`src/rtl/merge_rr.sv`:
```
// Round-robin N-to-1 native-bus merger: arbitrates once per transaction, holds the
// registered grant until the slave returns ready, then spends one IDLE cycle re-arbitrating.
module merge_rr #(
  parameter int unsigned N_MASTERS = 2,
  parameter int unsigned ADDR_W    = 32,
  parameter int unsigned DATA_W    = 32,
  localparam int unsigned REQ_W    = 1 + ADDR_W + DATA_W + DATA_W / 8,
  localparam int unsigned RESP_W   = DATA_W + 1
) (
  input  logic                          clk,
  input  logic                          rst,
  input  logic [N_MASTERS*REQ_W-1:0]    m_req,
  output logic [N_MASTERS*RESP_W-1:0]   m_resp,
  output logic [REQ_W-1:0]              s_req,
  input  logic [RESP_W-1:0]             s_resp
);

  localparam int unsigned GW = $clog2(N_MASTERS);

  typedef enum logic {StIdle, StBusy} state_e;

  state_e          state_q;
  logic [GW-1:0]   grant_q;
  logic [GW-1:0]   last_q;
  logic [GW-1:0]   winner;
  logic [GW:0]     cand;
  logic [N_MASTERS-1:0] valid;
  logic            any_valid;

  always_comb begin
    valid = '0;
    for (int i = 0; i < N_MASTERS; i++) begin
      valid[i] = m_req[i*REQ_W + REQ_W - 1];
    end
  end

  // Walk candidates from farthest to nearest after last, so the nearest valid one wins.
  always_comb begin
    winner    = last_q;
    any_valid = 1'b0;
    cand      = '0;
    for (int k = N_MASTERS; k >= 1; k--) begin
      cand = {1'b0, last_q} + (GW+1)'(k);
      if (cand >= (GW+1)'(N_MASTERS)) begin
        cand = cand - (GW+1)'(N_MASTERS);
      end
      if (valid[cand[GW-1:0]]) begin
        winner    = cand[GW-1:0];
        any_valid = 1'b1;
      end
    end
  end

  always_ff @(posedge clk or posedge rst) begin
    if (rst) begin
      state_q <= StIdle;
      grant_q <= '0;
      last_q  <= GW'(N_MASTERS - 1);
    end else begin
      unique case (state_q)
        StIdle: begin
          if (any_valid) begin
            grant_q <= winner;
            last_q  <= winner;
            state_q <= StBusy;
          end
        end
        StBusy: begin
          if (s_resp[0]) begin
            state_q <= StIdle;
          end
        end
        default: state_q <= StIdle;
      endcase
    end
  end

  // Both paths are muxed only by registered state, so reset clears them without a clock.
  always_comb begin
    s_req  = '0;
    m_resp = '0;
    for (int i = 0; i < N_MASTERS; i++) begin
      if (state_q == StBusy && grant_q == GW'(i)) begin
        s_req                      = m_req[i*REQ_W +: REQ_W];
        m_resp[i*RESP_W +: RESP_W] = s_resp;
      end
    end
  end

endmodule

```
`config.mk`:
```
export PLATFORM = sky130hd
export DESIGN_NAME = merge_rr
export DESIGN_NICKNAME = d
export VERILOG_FILES = /design/src/rtl/merge_rr.sv
export SDC_FILE = /design/constraint.sdc
export NUM_CORES = 1
export LEC_CHECK = 0
export ABC_AREA = 0
export CORE_AREA = 2 2 119 121
export CTS_BUF_LIST = sky130_fd_sc_hd__clkbuf_16
export CTS_CLUSTER_SIZE = 28
export DETAILED_ROUTE_END_ITERATION = 10
export DIE_AREA = 0 0 121 123
export HOLD_SLACK_MARGIN = 0.06
export SLEW_MARGIN = 20
export SYNTH_ARGS = -nofsm -noshare
export SYNTH_HDL_FRONTEND = slang
export SYNTH_SLANG_ARGS = --single-unit
export TNS_END_PERCENT = 10
```
`constraint.sdc`:
```
create_clock -name clk -period 3.1 [get_ports clk]
set_input_delay 0.31 -clock clk [delete_from_list [all_inputs] [get_ports clk]]
set_output_delay 0.31 -clock clk [all_outputs]
set_load 0.01 [all_outputs]
```
==> results.cfg, run 1 <==
[outcome]
run_status = finished clean

[grt]
pin_count_of_the_biggest_net_entering_global_routing = 51
first_global_vias = 2641
globalRoute.totalOverflow = 0
initial_antenna_violation_count = 0
grt.total_usage_pct = 12.06
grt_first_pass_wirelength_mm = 14.28

[clock_network]
holdBufCountCts = 0
clk_transition_reported_paths_ps = 30
ctsLongestPathBuffers = 2
post_cts_resized = 0
cts_htree_levels = 1
cts_made_buffers = 3
cts_tree = yes
cts.repair_timing.setup_buffer_count = 0
tritoncts_num_sinks = 3
worstSkewPairLatency_ps = 220
cts_root_buf = clkbuf_16

[worst_setup_path]
setup.worst_path.end = m_resp[31]
critPathBufInv = 2
critPathMaxFanout = 38
critPathLaunchType = flip-flop
critical_path_arrival_ps = 2190
worst_setup_path_startpoint = state_q$_DFF_PP0_
worstSetupPathDepth = 4
worst_r2r_path_depth = 3
critPathCaptureType = output port
cp_cell_sequence = buf_4, nor2b_4, and2_1, clkdlybuf4s50_1
crit_required_ps = 2790
ff2ff_setup_slack_ps = 1960
critPathTopFamily = buffers and inverters
r2r_start = state_q$_DFF_PP0_
critical-path-max-stage-delay_ps = 540
worst_path_max_delay_cell = clkdlybuf4s50_1
crit-reg2reg-capture = grant_q$_DFFE_PP0P_
crit_type = flip-flop to output port

[drt]
route.antenna.remaining_nets = 0
vias_per_cell = 3.883
drt-total-wl_mm = 10.31
first_iter_violations = 47
dr_total_vias = 2765
drcViolationCount = 0
wl_per_cell_um = 14.49
first_pass_iters = 4

[hold_path]
holdCritPathClass = primary input to asynchronous set/reset pin

[layout]
ff_latch_area_sq_um = 80.08
postLayoutCoreUtil_pct = 36.21
num_antenna_cells = 0
layout.nets = 706
nFillCells = 1401
drive_gt1_share_pct = 2.068
synthesis_to_finish_area_growth_pct = 190.5
multi_input_comb_area_sq_mm = 0.001421

[power_and_ir_drop]
power_leakage_uw = 0.002111
design_power_total_uw = 1762
ir_drop_v = 0.0002317
cell_area_power_density_mw_per_mm2 = 357.6

[yosys]
synth.cell_area_sq_mm = 0.001697
synth_seq_cells = 3
synth.yosys.warnings = 0
synth-edff-count = 0
synth_sequential_area_ratio_pct = 4.499
synth_top_flop_cell = dfrtp_1
netlist_instances = 243
postSynthAreaPerCell_sq_um = 6.982
ys_async_sr_fraction_pct = 100.0
netlist-cell-type-count = 21
mappedNetlistNets = 416

[timing]
fin_crit_ps = 2500
finalMaxSlewViolations = 0
finalSetupViolCount = 0
skew_ps = 0.4851
tightestPinTransition_ps = 516.4
maxSlewHeadroom_pct = 65.50
totalNegativeSetupSlack_ps = 0
grt_setup_unrepaired = false
final_cycle_utilization_of_the_critical_path_pct = 80.63
report.final.hold_viol_count = 0
timing.fmax_mhz = 400.1

[floorplan]
fp-row-count = 43
fp.dieArea_sq_mm = 0.01488
fp.coreArea_sq_mm = 0.01361
die_wd_um = 121
io-pin-count = 308
start_util_pct = 12.46
dieHeight_um = 123

[place]
dp_hpwl_mm = 8.656
gp_routability_congestion = 0.7975
placement.io_buffers = 307

[flow_run]
count_of_max_cap_constraint_violations = 0
stage by stage:
stage | setup slack (ps) | std cells | hold WS (ps) | cell area, sq um
2_1_floorplan | 1739 | 243 | 62.92 | 1697
3_3_place_gp | 869.6 | 708 | 489.7 | 4850
3_5_place_dp | 840.6 | 708 | 491.9 | 4850
4_1_cts | 585.9 | 712 | 263.3 | 4928
5_1_grt | 479.2 | 712 | 271.9 | 4928
6_report | 600.4 | 712 | 262.6 | 4928
power by group:
| group | leakage [uW] | internal, uW | switching [uW] |
|---|---|---|---|
| registers | 0.0000323 | 54.5 | 34.3 |
| clock network | 0.0000423 | 166 | 37.0 |
| logic | 0.00204 | 882 | 588 |
| total | 0.00211 | 1100 | 660 |
logic make-up (layout without fill, tap and decap cells):
| group | Yosys count | in the layout | synth area share (%) |
|---|---|---|---|
| compound gates | 3 | 3 | 1.327 |
| buf+inv | 28 | 317 | 11.73 |
| mux | 69 | 69 | 40.71 |
| flops | 3 | 3 | 4.499 |
| simple gates | 140 | 140 | 41.74 |
worst register-to-register path, delay by kind of cell (launching register included):
family | cells | cell delay (ps)
flops | 1 | 380
buf+inv | 1 | 230
simple gates | 1 | 200
compound gates | 1 | 210
final cells by class:
type	instances	area share [%]
inverter	2	0.1523
multi-input combinational	212	28.84
clock buffer	3	1.523
sequential	3	1.625
tap	180	4.570
clock inverter	1	0.07616
timing repair buffer	311	63.21
cells in the mapped netlist, types with 2 or more instances:
| master | n | area share (%) |
|---|---|---|
| buf_4 | 5 | 2.2 |
| buf_8 | 2 | 1.8 |
| nor2_1 | 69 | 15 |
| clkbuf_2 | 3 | 0.88 |
| and2_1 | 33 | 12 |
| buf_12 | 3 | 3.5 |
| and3_1 | 33 | 12 |
| clkbuf_1 | 13 | 2.9 |
| dfrtp_1 | 2 | 2.9 |
| mux2i_1 | 69 | 41 |
worst min path at each step:
stage / start / end / slack, ps / depth (start not counted)
2_1_floorplan: rst / grant_q$_DFFE_PP0P_ / 60 / 1
3_3_place_gp: rst / state_q$_DFF_PP0_ / 490 / 2
3_5_place_dp: rst / grant_q$_DFFE_PP0P_ / 490 / 2
4_1_cts: rst / state_q$_DFF_PP0_ / 260 / 2
5_1_grt: rst / state_q$_DFF_PP0_ / 270 / 2
6_report: rst / state_q$_DFF_PP0_ / 260 / 2
state kept, by name (all words and copies together) (netlist names):
signal and flops:
grant_q 1, last_q 1, state_q 1
layout by cell type, fill, tap and decap left out, drive strengths merged:
cell type / instances
buf: 4
a32o: 1
dfstp: 1
clkbuf: 3
nor3: 1
inv: 3
and3: 33
nand2b: 1
nor2b: 1
dfrtp: 2
nor3b: 1
a21o: 1
and2: 33
mux2i: 69
a21oi: 1
nor2: 69
nand2: 1
clkdlybuf4s50: 307
per-layer routing:
metal  track usage [%]  up-vias  share of wire [%]
li1                  -     1395                  -
met1             14.03     1232                 38
met2             22.68      132                 52
met3             3.183        6                9.1
met4             1.453        0               0.77
met5                 0        -                  0
(Power assumes the default switching activity.)
==> inputs of run 2 (changes only) <==
--- a/config.mk
+++ b/config.mk
@@ -6,11 +6,11 @@
 export NUM_CORES = 1
 export LEC_CHECK = 0
 export ABC_AREA = 0
-export CORE_AREA = 2 2 119 121
+export CORE_AREA = 2 2 121 123
 export CTS_BUF_LIST = sky130_fd_sc_hd__clkbuf_16
 export CTS_CLUSTER_SIZE = 28
 export DETAILED_ROUTE_END_ITERATION = 10
-export DIE_AREA = 0 0 121 123
+export DIE_AREA = 0 0 123 125
 export HOLD_SLACK_MARGIN = 0.06
 export SLEW_MARGIN = 20
 export SYNTH_ARGS = -nofsm -noshare
==> constraint.sdc (replaced) <==
create_clock -name clk -period 2.42 [get_ports clk]
set_input_delay 0.242 -clock clk [delete_from_list [all_inputs] [get_ports clk]]
set_output_delay 0.242 -clock clk [all_outputs]
set_load 0.01 [all_outputs]
==> results.cfg, run 2 (synthesis gave the netlist of run 1 again) <==
[timing]
finalMaxSlewViolations = 0
finalSetupViolCount = 0
maxSlewHeadroom_pct = 68.57
hold-worst-slack_ps = 183.8
fin_crit_ps = 2192
report.final.hold_viol_count = 0
skew_ps = 0.6761
grt_setup_unrepaired = false
final_cycle_utilization_of_the_critical_path_pct = 90.57
timing.fmax_mhz = 456.3
tightestPinTransition_ps = 471.4
totalNegativeSetupSlack_ps = 0

[clock_network]
ctsLongestPathBuffers = 2
holdBufCountCts = 0
cts_root_buf = clkbuf_16
cts_tree = yes
post_cts_resized = 0
cts_htree_levels = 1
cts.repair_timing.setup_buffer_count = 0
tritoncts_num_sinks = 3
cts_made_buffers = 3
worstSkewPairLatency_ps = 230
clk_transition_reported_paths_ps = 30

[drt]
dr_total_vias = 2784
drcViolationCount = 0
first_pass_iters = 4
route.antenna.remaining_nets = 0
vias_per_cell = 3.877
drt-total-wl_mm = 9.725
first_iter_violations = 60
wl_per_cell_um = 13.54

[layout]
most_common_library_cell_in_the_layout_ignoring_fill_and_taps = clkdlybuf4s50_1
nFillCells = 1467
postLayoutCoreUtil_pct = 35.02
num_antenna_cells = 0
most_used_cells_in_the_layout_excluding_fill_and_tap_cells = clkdlybuf4s50_1, mux2i_1, nor2_1
layout.nets = 708
drive_gt1_share_pct = 2.434
ff_latch_area_sq_um = 80.08
synthesis_to_finish_area_growth_pct = 193.1
reg.largest.list = grant_q x1, last_q x1, state_q x1
multi_input_comb_area_sq_mm = 0.001421

[floorplan]
fp.dieArea_sq_mm = 0.01538
dieHeight_um = 125
io-pin-count = 308
fp.coreArea_sq_mm = 0.01420
fp-row-count = 44
start_util_pct = 11.95
die_wd_um = 123

[grt]
grt_first_pass_wirelength_mm = 14.20
grt.total_usage_pct = 11.31
first_global_vias = 2771
globalRoute.totalOverflow = 0
initial_antenna_violation_count = 0
pin_count_of_the_biggest_net_entering_global_routing = 72

[worst_setup_path]
critPathCaptureType = output port
critical-path-max-stage-delay_ps = 570
cp_cell_sequence = buf_12, mux2i_1, nor2_1, clkdlybuf4s50_1
crit_required_ps = 2180
crit-reg2reg-capture = grant_q$_DFFE_PP0P_
critPathMaxFanout = 71
critPathTopFamily = buffers and inverters
critical_path_arrival_ps = 1950
worst_path_max_delay_cell = clkdlybuf4s50_1
r2r_start = state_q$_DFF_PP0_
crit_type = flip-flop to output port
worst_r2r_path_depth = 3
ff2ff_setup_slack_ps = 1250
critPathLaunchType = flip-flop
critPathBufInv = 2

[flow_run]
count_of_max_cap_constraint_violations = 0

[power_and_ir_drop]
design_power_total_uw = 2286
p_comb_share_pct = 84.8
p_sw_uw = 848.7
fraction_of_power_consumed_by_sequential_logic_pct = 3.7
ir_drop_v = 0.0002909
cell_area_power_density_mw_per_mm2 = 459.6
sw_frac_of_total_pct = 37.13
clockPowerShare_pct = 11.5
internal-power_uw = 1437
power_leakage_uw = 0.002129

[hold_path]
holdCritPathClass = primary input to asynchronous set/reset pin

[place]
dp_hpwl_mm = 8.017
gp_routability_congestion = 0.9195
placement.io_buffers = 307

[outcome]
run_status = finished clean
## run 2: cell count changes in the layout (fill, tap and decap cells not counted), sizes merged
cell / before / now
buf: 4 / 6
## run 2: worst reg2reg max path: stages (launching register included)
cell and delay [ps]:
dfrtp_1 390, buf_4 240, nand2b_1 210, a32o_1 210
## run 2: how the worst max path moves through the flow
| stage | from | to | depth (start not counted) |
|---|---|---|---|
| finish | grant_q$_DFFE_PP0P_ | s_req[25] | 4 |
| detailed placement | grant_q$_DFFE_PP0P_ | s_req[45] | 4 |
| floorplan | grant_q$_DFFE_PP0P_ | s_req[32] | 5 |
| CTS | grant_q$_DFFE_PP0P_ | s_req[25] | 4 |
| global placement | grant_q$_DFFE_PP0P_ | s_req[64] | 4 |
| global route | grant_q$_DFFE_PP0P_ | s_req[45] | 4 |
## run 2: area by class of cell
| class | instances | area share [%] |
|---|---|---|
| Tap cell | 184 | 4.629 |
| Clock buffer | 3 | 1.509 |
| Sequential cell | 3 | 1.610 |
| Clock inverter | 1 | 0.07547 |
| Timing Repair Buffer | 313 | 63.45 |
| Multi-Input combinational cell | 212 | 28.58 |
| Inverter | 2 | 0.1509 |
## run 2: stage by stage
stage / instances / setup slack (ps) / instance area [sq um]
detailed placement: 714 / 471.9 / 4895
floorplan: 243 / 1127 / 1697
global placement: 714 / 493.1 / 4895
CTS: 718 / 225.7 / 4974
finish: 718 / 228.2 / 4974
global route: 718 / 134.8 / 4974
## run 2: routing by layer
layer | up-vias | track usage, % | share of wire, %
li1 | 1401 | - | -
met2 | 144 | 21.77 | 51
met3 | 14 | 2.372 | 9.6
met1 | 1225 | 12.22 | 38
met4 | 0 | 3.008 | 1.6
met5 | - | 0 | 0
## run 2: power groups by stage
stage	clock network [uW]	logic [uW]	registers, uW
6_report	263	1940	84.6
5_1_grt	273	2070	87.1
4_1_cts	268	1960	84.9
3_5_place_dp	0	1950	85.5
3_3_place_gp	0	1940	84.4
2_1_floorplan	0	966	72.9
==> inputs of run 3 (changes only) <==
--- a/config.mk
+++ b/config.mk
@@ -5,7 +5,6 @@
 export SDC_FILE = /design/constraint.sdc
 export NUM_CORES = 1
 export LEC_CHECK = 0
-export ABC_AREA = 0
 export CORE_AREA = 2 2 121 123
 export CTS_BUF_LIST = sky130_fd_sc_hd__clkbuf_16
 export CTS_CLUSTER_SIZE = 28
==> results of run 3 <==
Final layout, timing and power as in run 2 (identical DEF).
